## src/rtl/vga_pkg.sv

```systemverilog
// vga_pkg: shared video timing definitions.
//   - Default 640x480@60 raster constants (25 MHz pixel clock).
//   - Sync polarity constants and a helper mapping asserted/deasserted to a pin level.
//   - IDLE/RUN state type shared by raster-driven video blocks.
//   - Counter width helper that never returns zero.
package vga_pkg;

   localparam int unsigned VGA_H_ACTIVE = 640;
   localparam int unsigned VGA_H_FP     = 16;
   localparam int unsigned VGA_H_SYNC   = 96;
   localparam int unsigned VGA_H_BP     = 48;
   localparam int unsigned VGA_V_ACTIVE = 480;
   localparam int unsigned VGA_V_FP     = 10;
   localparam int unsigned VGA_V_SYNC   = 2;
   localparam int unsigned VGA_V_BP     = 33;
   localparam int unsigned VGA_CLK_DIV  = 4;

   localparam bit POL_ACTIVE_LOW  = 1'b0;
   localparam bit POL_ACTIVE_HIGH = 1'b1;

   typedef enum logic {
      ST_IDLE = 1'b0,
      ST_RUN  = 1'b1
   } vga_state_e;

   // Pin level for a sync signal given whether it is asserted and its polarity.
   function automatic logic sync_level(input logic asserted, input bit pol);
      return (pol == POL_ACTIVE_HIGH) ? asserted : ~asserted;
   endfunction

   // Bit width able to hold 0..n-1; at least 1 so a terminal count of 0 still has a register.
   function automatic int unsigned cnt_width(input int unsigned n);
      return (n > 1) ? $clog2(n) : 1;
   endfunction

endpackage

```

## src/rtl/vga_pix_ce.sv

```systemverilog
// vga_pix_ce: integer clock-enable divider.
//   clk    in  system clock, rising edge
//   reset  in  asynchronous active-low reset
//   pix_ce out one-clk pulse every CLK_DIV clocks; constant high when CLK_DIV=1
// The divider free-runs whenever reset is released.
module vga_pix_ce
   import vga_pkg::*;
#(
   parameter int unsigned CLK_DIV = VGA_CLK_DIV
) (
   input  logic clk,
   input  logic reset,
   output logic pix_ce
);

   localparam int unsigned   CW   = cnt_width(CLK_DIV);
   localparam logic [CW-1:0] TERM = CW'(CLK_DIV - 1);

   if (CLK_DIV < 1) begin : g_chk_div
      $error("vga_pix_ce: CLK_DIV must be at least 1");
   end

   logic [CW-1:0] r_cnt;
   logic [CW-1:0] w_cnt_nxt;
   logic          r_ce;

   always_comb begin
      w_cnt_nxt = (r_cnt == TERM) ? '0 : r_cnt + CW'(1);
   end

   // The enable is registered from the next count so it is 0 in reset and
   // high exactly while the counter sits at its terminal value.
   always_ff @(posedge clk or negedge reset) begin
      if (!reset) begin
         r_cnt <= '0;
         r_ce  <= 1'b0;
      end else begin
         r_cnt <= w_cnt_nxt;
         r_ce  <= (w_cnt_nxt == TERM);
      end
   end

   assign pix_ce = r_ce;

endmodule

```

## src/rtl/vga_timing_gen.sv

```systemverilog
// vga_timing_gen: parametrised VGA raster timing generator.
//   clk    in  system clock, rising edge
//   reset  in  asynchronous active-low reset
//   en     in  run request; dropping it stops the raster at the next frame wrap
//   pix_ce out one-clk pulse per pixel period; other outputs change only on that edge
//   hsync  out horizontal sync, asserted level HS_POL
//   vsync  out vertical sync, asserted level VS_POL
//   de     out high in the visible region
//   x, y   out visible column/row, 0 outside the visible region
//   sof    out first pixel period of a frame
//   eol    out last pixel period of each line
// Line order (both axes): sync, back porch, active, front porch.
module vga_timing_gen
   import vga_pkg::*;
#(
   parameter int unsigned H_ACTIVE = VGA_H_ACTIVE,
   parameter int unsigned H_FP     = VGA_H_FP,
   parameter int unsigned H_SYNC   = VGA_H_SYNC,
   parameter int unsigned H_BP     = VGA_H_BP,
   parameter int unsigned V_ACTIVE = VGA_V_ACTIVE,
   parameter int unsigned V_FP     = VGA_V_FP,
   parameter int unsigned V_SYNC   = VGA_V_SYNC,
   parameter int unsigned V_BP     = VGA_V_BP,
   parameter bit          HS_POL   = POL_ACTIVE_LOW,
   parameter bit          VS_POL   = POL_ACTIVE_LOW,
   parameter int unsigned CLK_DIV  = VGA_CLK_DIV
) (
   input  logic                        clk,
   input  logic                        reset,
   input  logic                        en,
   output logic                        pix_ce,
   output logic                        hsync,
   output logic                        vsync,
   output logic                        de,
   output logic [$clog2(H_ACTIVE)-1:0] x,
   output logic [$clog2(V_ACTIVE)-1:0] y,
   output logic                        sof,
   output logic                        eol
);

   localparam int unsigned H_TOTAL = H_SYNC + H_BP + H_ACTIVE + H_FP;
   localparam int unsigned V_TOTAL = V_SYNC + V_BP + V_ACTIVE + V_FP;
   localparam int unsigned HW      = cnt_width(H_TOTAL);
   localparam int unsigned VW      = cnt_width(V_TOTAL);
   localparam int unsigned XW      = $clog2(H_ACTIVE);
   localparam int unsigned YW      = $clog2(V_ACTIVE);

   localparam logic [HW-1:0] H_LAST = HW'(H_TOTAL - 1);
   localparam logic [HW-1:0] H_SE   = HW'(H_SYNC);
   localparam logic [HW-1:0] H_AS   = HW'(H_SYNC + H_BP);
   localparam logic [HW-1:0] H_AE   = HW'(H_SYNC + H_BP + H_ACTIVE);
   localparam logic [VW-1:0] V_LAST = VW'(V_TOTAL - 1);
   localparam logic [VW-1:0] V_SE   = VW'(V_SYNC);
   localparam logic [VW-1:0] V_AS   = VW'(V_SYNC + V_BP);
   localparam logic [VW-1:0] V_AE   = VW'(V_SYNC + V_BP + V_ACTIVE);

   localparam logic HS_IDLE = sync_level(1'b0, HS_POL);
   localparam logic VS_IDLE = sync_level(1'b0, VS_POL);

   if (CLK_DIV < 1) begin : g_chk_div
      $error("vga_timing_gen: CLK_DIV must be at least 1");
   end
   if (XW < 1 || YW < 1) begin : g_chk_width
      $error("vga_timing_gen: H_ACTIVE and V_ACTIVE must give x/y widths of at least 1");
   end

   logic          w_pix_ce;
   vga_state_e    r_state, w_state_nxt;
   logic [HW-1:0] r_h, w_h_nxt, w_hx;
   logic [VW-1:0] r_v, w_v_nxt, w_vy;
   logic          w_run, w_de;
   logic          r_hsync, r_vsync, r_de, r_sof, r_eol;
   logic [XW-1:0] r_x;
   logic [YW-1:0] r_y;

   vga_pix_ce #(.CLK_DIV(CLK_DIV)) u_pix_ce (
      .clk    (clk),
      .reset  (reset),
      .pix_ce (w_pix_ce)
   );

   // Next raster position and state; only a pixel enable can move them.
   always_comb begin
      w_state_nxt = r_state;
      w_h_nxt     = r_h;
      w_v_nxt     = r_v;
      if (w_pix_ce) begin
         case (r_state)
            ST_IDLE: begin
               if (en) begin
                  w_state_nxt = ST_RUN;
                  w_h_nxt     = '0;
                  w_v_nxt     = '0;
               end
            end
            ST_RUN: begin
               if (r_h == H_LAST) begin
                  w_h_nxt = '0;
                  if (r_v == V_LAST) begin
                     // Stop is honoured only at the frame wrap so a frame is never cut short.
                     w_v_nxt = '0;
                     if (!en) w_state_nxt = ST_IDLE;
                  end else begin
                     w_v_nxt = r_v + VW'(1);
                  end
               end else begin
                  w_h_nxt = r_h + HW'(1);
               end
            end
            default: w_state_nxt = ST_IDLE;
         endcase
      end
   end

   // Outputs are decoded from the next position so they describe the pixel
   // period that starts on the same edge, with no extra pixel of skew.
   always_comb begin
      w_run = (w_state_nxt == ST_RUN);
      w_de  = w_run && (w_h_nxt >= H_AS) && (w_h_nxt < H_AE)
                    && (w_v_nxt >= V_AS) && (w_v_nxt < V_AE);
      w_hx  = w_h_nxt - H_AS;
      w_vy  = w_v_nxt - V_AS;
   end

   always_ff @(posedge clk or negedge reset) begin
      if (!reset) begin
         r_state <= ST_IDLE;
         r_h     <= '0;
         r_v     <= '0;
         r_hsync <= HS_IDLE;
         r_vsync <= VS_IDLE;
         r_de    <= 1'b0;
         r_x     <= '0;
         r_y     <= '0;
         r_sof   <= 1'b0;
         r_eol   <= 1'b0;
      end else if (w_pix_ce) begin
         r_state <= w_state_nxt;
         r_h     <= w_h_nxt;
         r_v     <= w_v_nxt;
         r_hsync <= sync_level(w_run && (w_h_nxt < H_SE), HS_POL);
         r_vsync <= sync_level(w_run && (w_v_nxt < V_SE), VS_POL);
         r_de    <= w_de;
         r_x     <= w_de ? w_hx[XW-1:0] : '0;
         r_y     <= w_de ? w_vy[YW-1:0] : '0;
         r_sof   <= w_run && (w_h_nxt == '0) && (w_v_nxt == '0);
         r_eol   <= w_run && (w_h_nxt == H_LAST);
      end
   end

   assign pix_ce = w_pix_ce;
   assign hsync  = r_hsync;
   assign vsync  = r_vsync;
   assign de     = r_de;
   assign x      = r_x;
   assign y      = r_y;
   assign sof    = r_sof;
   assign eol    = r_eol;

endmodule

```

## config.mk

```make
export PLATFORM = sky130hd
export DESIGN_NAME = vga_timing_gen
export DESIGN_NICKNAME = d
export VERILOG_FILES = /design/src/rtl/vga_pkg.sv /design/src/rtl/vga_pix_ce.sv /design/src/rtl/vga_timing_gen.sv
export SDC_FILE = /design/constraint.sdc
export NUM_CORES = 1
export LEC_CHECK = 0
export BUFFER_PORTS_ARGS = -buffer_cell sky130_fd_sc_hd__buf_2
export CAP_MARGIN = 20
export CORE_MARGIN = 2
export CORE_UTILIZATION = 57
export DETAILED_ROUTE_END_ITERATION = 16
export GPL_TIMING_DRIVEN = 1
export HOLD_SLACK_MARGIN = 0.02
export PLACE_DENSITY = 0.77
export SLEW_MARGIN = 0
export SYNTH_ARGS = -nofsm -noshare
export SYNTH_HDL_FRONTEND = slang
export SYNTH_HIERARCHICAL = 1
export SYNTH_SLANG_ARGS = --single-unit
```

## constraint.sdc

```tcl
create_clock -name clk -period 3.65 [get_ports clk]
set_input_delay 0.1825 -clock clk [delete_from_list [all_inputs] [get_ports clk]]
set_output_delay 0.1825 -clock clk [all_outputs]
set_load 0.03 [all_outputs]
```

==> results of run 1 <==
[synth_stat cells, drive strengths merged (3+ instances only)]
master / n
a21oi: 9
a22o: 4
a31oi: 5
and3: 4
buf: 5
clkbuf: 11
dfrtp: 46
ha: 10
inv: 43
nand2: 24
nand2b: 3
nand3: 12
nand3b: 3
nand4: 11
nor2: 16
nor3: 9
o21ai: 16
o22ai: 19
o31ai: 6
o41ai: 4
or4: 4
xnor2: 7
xor2: 4
[layout by cell type, fill, tap and decap left out, drive strengths merged, types with 4 or more instances in the layout]
master  count
dfrtp      46
xor2        4
buf        44
a22o        4
a31oi       5
o41ai       4
inv        43
a21oi       9
o22ai      19
clkbuf      7
nor3        9
nand2      24
o31ai       6
nand3      12
o21ai      16
nand4      11
and3        4
ha         10
nor2       16
xnor2       7
or4         4
[area by class of cell]
cell class	instances	share of cell area, %
inverters	43	4.72
multi-input cells	212	46.4
flip-flops and latches	48	35.2
well taps	70	2.56
clock buffers	7	2.53
clock inverters	1	0.256
repair buffers	45	8.35
[worst max-delay path by stage]
stage | endpoint | cells after the start
after floorplan | x[5]$_DFFE_PN0P_ | 11
after global placement | x[8]$_DFFE_PN0P_ | 11
after detailed placement | y[7]$_DFFE_PN0P_ | 11
after CTS | y[5]$_DFFE_PN0P_ | 11
after global routing | y[7]$_DFFE_PN0P_ | 11
final | y[5]$_DFFE_PN0P_ | 10
[through the flow]
stage                     total power, mW  setup slack (ns)  instances  cell area, um2  util (%)
after floorplan                      1.23             0.440        319            3010         -
after global placement               1.38             0.294        416            3270      64.1
after detailed placement             1.40             0.218        416            3270      64.1
after CTS                            1.74             0.186        424            3370      66.0
after global routing                 1.85            0.0779        426            3420      66.9
final                                1.74             0.271        426            3420      66.9
[registers in the layout (all words and copies together), names as in the netlist, 2 cells and up]
name	flops
r_h	10
r_v	10
x	10
y	9
u_pix_ce/r_cnt	2
[routing by layer]
metal	wire, um	GRT usage [%]	vias up
li1	-	-	1223
met1	3040	32.1	1214
met2	3550	45.0	74
met3	327	4.35	10
met4	112	9.45	0
met5	0	0	-
[timing repair]
action                                  CTS  global route
resized for setup                         0             3
endpoints found under the setup margin    0            20
endpoints found under the hold margin     0            16
hold buffers                              0             1
[power breakdown]
group          total, mW  switching, mW  internal (mW)  leakage (nW)
clock network      0.333          0.178          0.155        0.0484
logic              0.652          0.407          0.246         0.957
registers          0.749          0.108          0.641         0.576
[kinds of logic (layout without fill, tap and decap cells)]
kind of cell             Yosys count  after routing
AO/OA/AOI/OAI                     90             90
XOR/XNOR                          11             11
adder cells (fa/ha/maj)           10             10
buffers and inverters             59             96
flip-flops                        48             48
multiplexers                       3              3
AND/OR/NAND/NOR                   98             98
==> impl_metrics.json, run 1 <==
{
  "syn-num-nets": 332,
  "fmax_ghz": 0.296,
  "cts_buffer_depth": 2,
  "cts_made_buffers": 5,
  "path_class": "reg2reg",
  "synth_top_area_share_pct": 38.3,
  "cpPeakStageDelay_ns": 0.55,
  "wl_um": 7030,
  "ys_ff_latch": 48,
  "multi_input_area_um2": 1580,
  "synth_area_leaders": "dfrtp_1 (38%), o22ai_2 (7.9%), inv_1 (5.4%), ha_1 (4.2%), nand2_1 (3.0%)",
  "io_pins": 28,
  "synth-edff-count": 0,
  "core_area_um2": 5110,
  "yosysTopAreaCell": "dfrtp_1",
  "grt_use_total_pct": 25.8,
  "ctsRootBufferMaster": "clkbuf_8",
  "grt_pass1_wl_um": 12200,
  "grt_max_degree": 49,
  "timing.slew.headroom_pct": 43.0,
  "cts.htree.levels": 2,
  "diodes": 0,
  "drt_first_iter_violations": 163,
  "synthAdderAreaFrac_pct": 4.16,
  "worst_slew_pin_slew_ns": 0.834,
  "synth_top_family_by_area": "compound AO/OA/AOI/OAI gates",
  "skew_ns": 0.0117,
  "regArea_um2": 1200,
  "fin_setup_tns_ns": 0,
  "cp.arrival_ns": 3.55,
  "vdd_drop_max_uv": 379,
  "synth_cells": 319,
  "rows": 26,
  "synth_compound_area_share_pct": 25.5,
  "cts_tree": "done",
  "yosysUniqueCellTypes": 64,
  "layout.nets": 368,
  "reg2reg_to": "y[5]$_DFFE_PN0P_",
  "yosysWarnings": 6,
  "fill_cells": 419,
  "crit_buf_inv": 1,
  "drive_above_1_share_pct": 25.3,
  "cts_setup_buffers": 0,
  "whs_path_depth": 2,
  "num_vias": 2521,
  "rsz0062_at_grt": "false",
  "portBuffers": 27,
  "worstSetupStartpointType": "flop",
  "viasPerCell": 5.92,
  "cp-startpoint": "r_h[0]$_DFFE_PN0P_",
  "dr.pass1.iters": 4,
  "first_global_vias": 2515,
  "hp-start": "en",
  "cts_num_sinks": 48,
  "drc_errors": 0,
  "area_delta_synth_final_pct": 13.6,
  "overflow": 0,
  "reg2reg_from": "r_h[0]$_DFFE_PN0P_",
  "r2r.worst_path.cells": 10,
  "drv_slew": 0,
  "die_height_um": 76.7,
  "synth_area_per_cell_um2": 9.43,
  "rrSetupSlack_ns": 0.27,
  "cp_slowest_cell": "o31ai_1",
  "status": "complete, no violations",
  "hpwl_um": 5090,
  "die_x_um": 76.7,
  "hold_class": "in2reg",
  "whs_endpoint": "r_state$_DFFE_PN0P_",
  "synth-main-ff-cell": "dfrtp_1",
  "p_leak_nw": 1.58,
  "synthesis.area_um2": 3010,
  "drv_cap": 0,
  "die_area_um2": 5880,
  "required_ns": 3.82,
  "setup_viol": 0,
  "finalCritPeriodShare_pct": 92.6,
  "worst_hold_slack_ns": 0.247,
  "gp_congestion": 0.925,
  "period_minus_slack_ns": 3.38,
  "hold_viol": 0,
  "drt-wirelength-per-cell_um": 16.5,
  "synth-async-reset-ratio_pct": 100,
  "path_clk_slew_ns": 0.08,
  "synth-simple-area-share_pct": 18.2,
  "cp_top_family": "simple AND/OR/NAND/NOR gates",
  "postRouteAntennaNets": 0,
  "initial_core_util_pct": 58.9,
  "clock_latency_ns": 0.31,
  "p_per_area_nw_per_um2": 508,
  "critPathCaptureType": "flop",
  "path_cells": "ha_2 > nand4_4 > or3_1 > o31ai_1 > ha_1 > nor2_1 > and4_1 > o21ai_2 > buf_4 > o22ai_2",
  "synth.area.mux_share_pct": 1.04,
  "cp_max_fo": 20,
  "synth_xor_area_share_pct": 3.20,
  "seq_area_frac_synth_pct": 40.0,
  "grt_antenna_before_repair": 0
}
Power figures use the tool's default switching activity.
==> inputs of run 2 (changes only) <==
--- a/config.mk
+++ b/config.mk
@@ -5,14 +5,14 @@
 export SDC_FILE = /design/constraint.sdc
 export NUM_CORES = 1
 export LEC_CHECK = 0
-export BUFFER_PORTS_ARGS = -buffer_cell sky130_fd_sc_hd__buf_2
 export CAP_MARGIN = 20
 export CORE_MARGIN = 2
 export CORE_UTILIZATION = 57
 export DETAILED_ROUTE_END_ITERATION = 16
+export DONT_BUFFER_PORTS = 1
 export GPL_TIMING_DRIVEN = 1
 export HOLD_SLACK_MARGIN = 0.02
-export PLACE_DENSITY = 0.77
+export PLACE_DENSITY = 0.72
 export SLEW_MARGIN = 0
 export SYNTH_ARGS = -nofsm -noshare
 export SYNTH_HDL_FRONTEND = slang
==> impl_metrics.json, run 2 (synthesis results as in run 1) <==
{
  "status": "complete, no violations",
  "core_area_um2": 5110,
  "rows": 26,
  "timing.slew.headroom_pct": 52.0,
  "worstSetupStartpointType": "flop",
  "cts_buffer_depth": 2,
  "dpl-instance-area_um2": 3140,
  "path_class": "reg2reg",
  "worst_slew_pin_slew_ns": 0.716,
  "drv_slew": 0,
  "die_area_um2": 5880,
  "setup_viol": 0,
  "cts_made_buffers": 5,
  "ctsRootBufferMaster": "clkbuf_8",
  "diodes": 0,
  "vdd_drop_max_uv": 341,
  "area_delta_synth_final_pct": 10.2,
  "crit_buf_inv": 1,
  "first_global_vias": 2497,
  "path_cells": "ha_1 > nand4_4 > or4_4 > nand2_1 > a21oi_1 > ha_1 > o41ai_1 > a21oi_1 > o21ai_2 > buf_12 > o22ai_2",
  "portBuffers": 0,
  "num_vias": 2429,
  "viasPerCell": 6.10,
  "fill_cells": 434,
  "regArea_um2": 1200,
  "cts_tree": "done",
  "required_ns": 3.83,
  "postRouteAntennaNets": 0,
  "gp_congestion": 0.927,
  "cts_num_sinks": 48,
  "clock_latency_ns": 0.31,
  "layout_common_cells": "dfrtp_1 (45), inv_1 (43), nand2_1 (24)",
  "drt-wirelength-per-cell_um": 17.3,
  "cp.arrival_ns": 3.61,
  "hold_viol": 0,
  "grt_use_total_pct": 25.7,
  "initial_core_util_pct": 58.9,
  "die_x_um": 76.7,
  "finalCritPeriodShare_pct": 93.9,
  "cp_top_family": "compound AO/OA/AOI/OAI gates",
  "grt_max_degree": 49,
  "mostFrequentLayoutCell": "dfrtp_1",
  "power.total_mw": 1.73,
  "hpwl_um": 4880,
  "overflow": 0,
  "cpPeakStageDelay_ns": 0.60,
  "drive_above_1_share_pct": 18.6,
  "design_area_um2": 3320,
  "rsz0062_at_grt": "false",
  "layout.nets": 340,
  "p_leak_nw": 1.46,
  "grt_pass1_wl_um": 12100,
  "multi_input_area_um2": 1580,
  "fmax_ghz": 0.292,
  "wl_um": 6880,
  "die_height_um": 76.7,
  "drv_cap": 0,
  "drc_errors": 0,
  "skew_ns": 0.00622,
  "cts.htree.levels": 2,
  "hold_class": "in2reg",
  "dr.pass1.iters": 4,
  "drt_first_iter_violations": 165,
  "p_per_area_nw_per_um2": 523,
  "cp_max_fo": 20,
  "period_minus_slack_ns": 3.43,
  "path_clk_slew_ns": 0.10,
  "grt_antenna_before_repair": 0,
  "cp_slowest_cell": "or4_4",
  "io_pins": 28,
  "fin_setup_tns_ns": 0,
  "critPathCaptureType": "flop"
}
[run 2: changes by cell type in the layout (fill, tap and decap cells not counted), moves of 2 or more]
cell,change
buf_2,-27
buf_4,-3
o41ai_1,+2
o41ai_2,-2
[run 2: worst paths after layout]
check                                             from                           to  slack (ns)  depth (start not counted)
max                                 r_h[0]$_DFFE_PN0P_             x[0]$_DFFE_PN0P_        0.22                         11
min                                                 en             x[2]$_DFFE_PN0P_        0.22                          3
max reg2reg                         r_h[0]$_DFFE_PN0P_             x[0]$_DFFE_PN0P_        0.22                         11
min reg2reg                u_pix_ce/r_cnt[0]$_DFF_PN0_  u_pix_ce/r_cnt[0]$_DFF_PN0_        0.46                          1
max in group asynchronous                        reset            hsync$_DFFE_PN1P_        3.00                          2
min in group asynchronous                        reset          r_state$_DFFE_PN0P_        0.37                          2
[run 2: layout make-up]
class	instances	share of cell area (%)
multi-input cells	212	47.7
flip-flops and latches	48	36.3
repair buffers	17	4.98
inverters	43	4.87
well taps	70	2.64
clock buffers	5	2.07
clock inverters	3	1.40
[run 2: power by group]
group | total (mW) | switching, mW | internal, mW | leakage (nW)
Sequential | 0.910 | 0.270 | 0.640 | 0.574
Combinational | 0.422 | 0.228 | 0.194 | 0.827
Clock | 0.402 | 0.196 | 0.207 | 0.0548
Total | 1.73 | 0.694 | 1.04 | 1.46
[run 2: repair_timing]
action | CTS | global route
hold buffers | 3 | 0
endpoints found under the setup margin | 0 | 20
setup buffers | 0 | 0
gates resized for setup | 0 | 3
endpoints found under the hold margin | 49 | 0
[run 2: through the flow]
step / instances / util, % / hold WS (ns) / setup WS [ns]
after CTS: 398 / 64.6 / 0.230 / 0.192
after detailed placement: 387 / 61.4 / -0.111 / 0.288
after global routing: 398 / 64.9 / 0.235 / 0.00339
after floorplan: 319 / - / -0.113 / 0.440
final: 398 / 64.9 / 0.218 / 0.221
after global placement: 387 / 61.4 / -0.111 / 0.401
[run 2: layer usage]
layer	share of wire (%)	vias to the layer above	track usage (%)	wire (um)
li1	-	1170	-	-
met1	44	1181	32.5	3040
met2	49	59	41.8	3360
met3	4.0	19	5.65	274
met4	3.0	0	12.5	209
met5	0	-	0	0
[run 2: worst register-to-register path: stages (launching register included)]
cell,delay (ns)
dfrtp_1,0.52
ha_1,0.37
nand4_4,0.21
or4_4,0.60
nand2_1,0.11
a21oi_1,0.08
ha_1,0.25
o41ai_1,0.46
a21oi_1,0.16
o21ai_2,0.23
buf_12,0.21
o22ai_2,0.10
==> inputs of run 3 (changes only) <==
--- a/config.mk
+++ b/config.mk
@@ -16,5 +16,4 @@
 export SLEW_MARGIN = 0
 export SYNTH_ARGS = -nofsm -noshare
 export SYNTH_HDL_FRONTEND = slang
-export SYNTH_HIERARCHICAL = 1
 export SYNTH_SLANG_ARGS = --single-unit
==> impl_metrics.json, run 3 <==
{
  "switchingPower_uw": 639,
  "hp-start": "en",
  "path_class": "reg2reg",
  "ys_ff_latch": 48,
  "path_clk_slew_ns": 0.09,
  "synth_area_leaders": "dfrtp_1 (38%), nand2_1 (5.3%), o31ai_2 (4.5%), ha_1 (4.1%), o2bb2ai_1 (2.9%)",
  "drive_above_1_share_pct": 17.5,
  "cts_buffer_depth": 2,
  "cts_hold_repair.buffers": 2,
  "postRouteAntennaNets": 0,
  "p_seq_share_pct": 52.5,
  "fin_setup_tns_ns": 0,
  "num_vias": 2543,
  "seq_area_frac_synth_pct": 39.4,
  "power.total_mw": 1.57,
  "die_x_um": 77.2,
  "skew_ns": 0.00400,
  "reg2reg_from": "r_h[0]$_DFFE_PN0P_",
  "yosysTopAreaCell": "dfrtp_1",
  "yosysWarnings": 0,
  "synthTopCellsByCount": "dfrtp_1 (46), nand2_1 (43), nor2_1 (18)",
  "p_per_area_nw_per_um2": 474,
  "synthAdderAreaFrac_pct": 4.10,
  "synth_top_area_share_pct": 37.7,
  "syn-num-nets": 331,
  "synthMostInstantiatedCell": "dfrtp_1",
  "synth_cells": 318,
  "layout_common_cells": "dfrtp_1 (46), nand2_1 (43), nor2_1 (18)",
  "cpPeakStageDelay_ns": 0.53,
  "reg2reg_to": "x[3]$_DFFE_PN0P_",
  "cp.arrival_ns": 3.59,
  "finalCritPeriodShare_pct": 93.1,
  "crit_buf_inv": 2,
  "required_ns": 3.84,
  "synth_compound_area_share_pct": 25.8,
  "hold_class": "in2reg",
  "overflow": 0,
  "synth_top_family_by_area": "compound AO/OA/AOI/OAI gates",
  "drv_cap": 0,
  "timing.slew.headroom_pct": 53.0,
  "p_sw_share_pct": 40.8,
  "diodes": 0,
  "die_area_um2": 5960,
  "drt-wirelength-per-cell_um": 18.7,
  "fmax_ghz": 0.294,
  "wl_um": 7380,
  "synth-async-reset-ratio_pct": 100,
  "dr.pass1.iters": 5,
  "worst_slew_pin_slew_ns": 0.698,
  "setup_viol": 0,
  "rows": 26,
  "grt_use_total_pct": 26.5,
  "path_cells": "ha_1 > nand4_1 > o31ai_2 > nand2_1 > a22oi_2 > inv_2 > ha_1 > o31ai_2 > a21oi_2 > o21ai_2 > buf_12 > o2bb2ai_1",
  "p_int_uw": 926,
  "portBuffers": 0,
  "drt_first_iter_violations": 258,
  "status": "complete, no violations",
  "grt_pass1_wl_um": 12400,
  "combPwrFrac_pct": 25.0,
  "area_delta_synth_final_pct": 8.19,
  "synth_area_per_cell_um2": 9.61,
  "synth-edff-count": 0,
  "yosysUniqueCellTypes": 66,
  "drv_slew": 0,
  "grt_max_degree": 49,
  "whs_path_depth": 2,
  "io_pins": 28,
  "cp_slowest_cell": "dfrtp_1",
  "viasPerCell": 6.44,
  "layout.nets": 337,
  "ctsRootBufferMaster": "clkbuf_8",
  "p_leak_nw": 1.38,
  "grt_antenna_before_repair": 0,
  "first_global_vias": 2445,
  "synth-main-ff-cell": "dfrtp_1",
  "mostFrequentLayoutCell": "dfrtp_1",
  "vdd_drop_max_uv": 420,
  "critPathCaptureType": "flop",
  "worstSetupStartpointType": "flop",
  "cp_max_fo": 20,
  "period_minus_slack_ns": 3.40,
  "synth_xor_area_share_pct": 3.44,
  "rsz0062_at_grt": "false",
  "hpwl_um": 5330,
  "cts_num_sinks": 48,
  "cts_setup_buffers": 0,
  "whs_endpoint": "r_state$_DFFE_PN0P_",
  "rrSetupSlack_ns": 0.25,
  "cp_top_family": "compound AO/OA/AOI/OAI gates",
  "cts_tree": "done",
  "synth-simple-area-share_pct": 21.5,
  "die_height_um": 77.2,
  "synthesis.area_um2": 3060,
  "ctsResizeCount": 0,
  "clkPwrFrac_pct": 22.5,
  "r2r.worst_path.cells": 12,
  "gp_congestion": 0.900,
  "core_area_um2": 5140,
  "cts.htree.levels": 2,
  "hold_viol": 0,
  "synth.area.mux_share_pct": 0.655,
  "cts_made_buffers": 5,
  "clock_latency_ns": 0.30,
  "initial_core_util_pct": 59.4,
  "drc_errors": 0
}
-- run 3: cell count changes in the layout (fill, tap and decap cells not counted), moves of 3 or more --
cell	change
a21oi_1	+3
and4_1	+3
inv_1	-28
nand2_1	+19
nand3_1	-4
nand4_1	-3
nor3_4	+3
o21ai_0	+3
o22ai_2	-19
o2bb2ai_1	+10
o31ai_2	+11
o41ai_1	-4
-- run 3: per-stage QoR --
stage	utilization [%]	std cells	hold WS (ns)	worst slack, ns	cell area [um2]
after floorplan	-	318	-0.113	0.761	3060
after global placement	61.6	385	-0.112	0.353	3170
after detailed placement	61.6	385	-0.111	0.298	3170
after CTS	64.3	395	0.0500	0.289	3310
after global routing	64.3	395	0.0459	0.0118	3310
final	64.3	395	0.0541	0.250	3310
-- run 3: cells by family after synthesis --
| kind of cell | Yosys count |
|---|---|
| AOI/OAI and AO/OA | 94 |
| and+or+nand+nor | 118 |
| xor gates and xnor gates | 12 |
| DFF | 48 |
| muxes | 2 |
| buffers and inverters | 34 |
| adders and majority gates | 10 |
-- run 3: layout make-up --
| cell class | count | area [um2] |
|---|---|---|
| sequential | 48 | 1200 |
| inverter | 17 | 63.8 |
| clock inverter | 2 | 17.5 |
| multi-input combinational | 236 | 1700 |
| timing repair buffer | 16 | 155 |
| tap | 70 | 87.6 |
| fill | 458 | 1830 |
| clock buffer | 6 | 82.6 |
-- run 3: how the worst max path moves through the flow --
stage / start / to / cells after the start
final: r_h[0]$_DFFE_PN0P_ / x[3]$_DFFE_PN0P_ / 12
after global placement: r_h[0]$_DFFE_PN0P_ / y[5]$_DFFE_PN0P_ / 12
after global routing: r_h[0]$_DFFE_PN0P_ / x[3]$_DFFE_PN0P_ / 12
after CTS: r_h[0]$_DFFE_PN0P_ / x[3]$_DFFE_PN0P_ / 12
after detailed placement: r_h[0]$_DFFE_PN0P_ / x[3]$_DFFE_PN0P_ / 12
after floorplan: r_v[6]$_DFFE_PN0P_ / x[6]$_DFFE_PN0P_ / 11
-- run 3: worst reg2reg max path: cells and delay by family (launching register included) --
family	cells	cell delay, ns
compound gates	6	1.53
fa+ha+maj	2	0.58
simple gates	2	0.36
buf+inv	2	0.28
flops	1	0.53
-- run 3: power groups by stage --
stage | Combinational (mW) | Clock (mW) | Sequential (mW)
detailed placement | 0.371 | 0 | 0.831
finish | 0.391 | 0.352 | 0.823
CTS | 0.389 | 0.360 | 0.822
global route | 0.435 | 0.380 | 0.836
floorplan | 0.315 | 0 | 0.794
global placement | 0.366 | 0 | 0.829
-- run 3: per-layer routing --
| layer | global-route usage, % | share of wire (%) | up-vias |
|---|---|---|---|
| li1 | - | - | 1195 |
| met2 | 40.2 | 47 | 109 |
| met1 | 38.6 | 44 | 1232 |
| met3 | 5.06 | 7.7 | 7 |
| met4 | 8.04 | 1.1 | 0 |
| met5 | 0 | 0 | - |
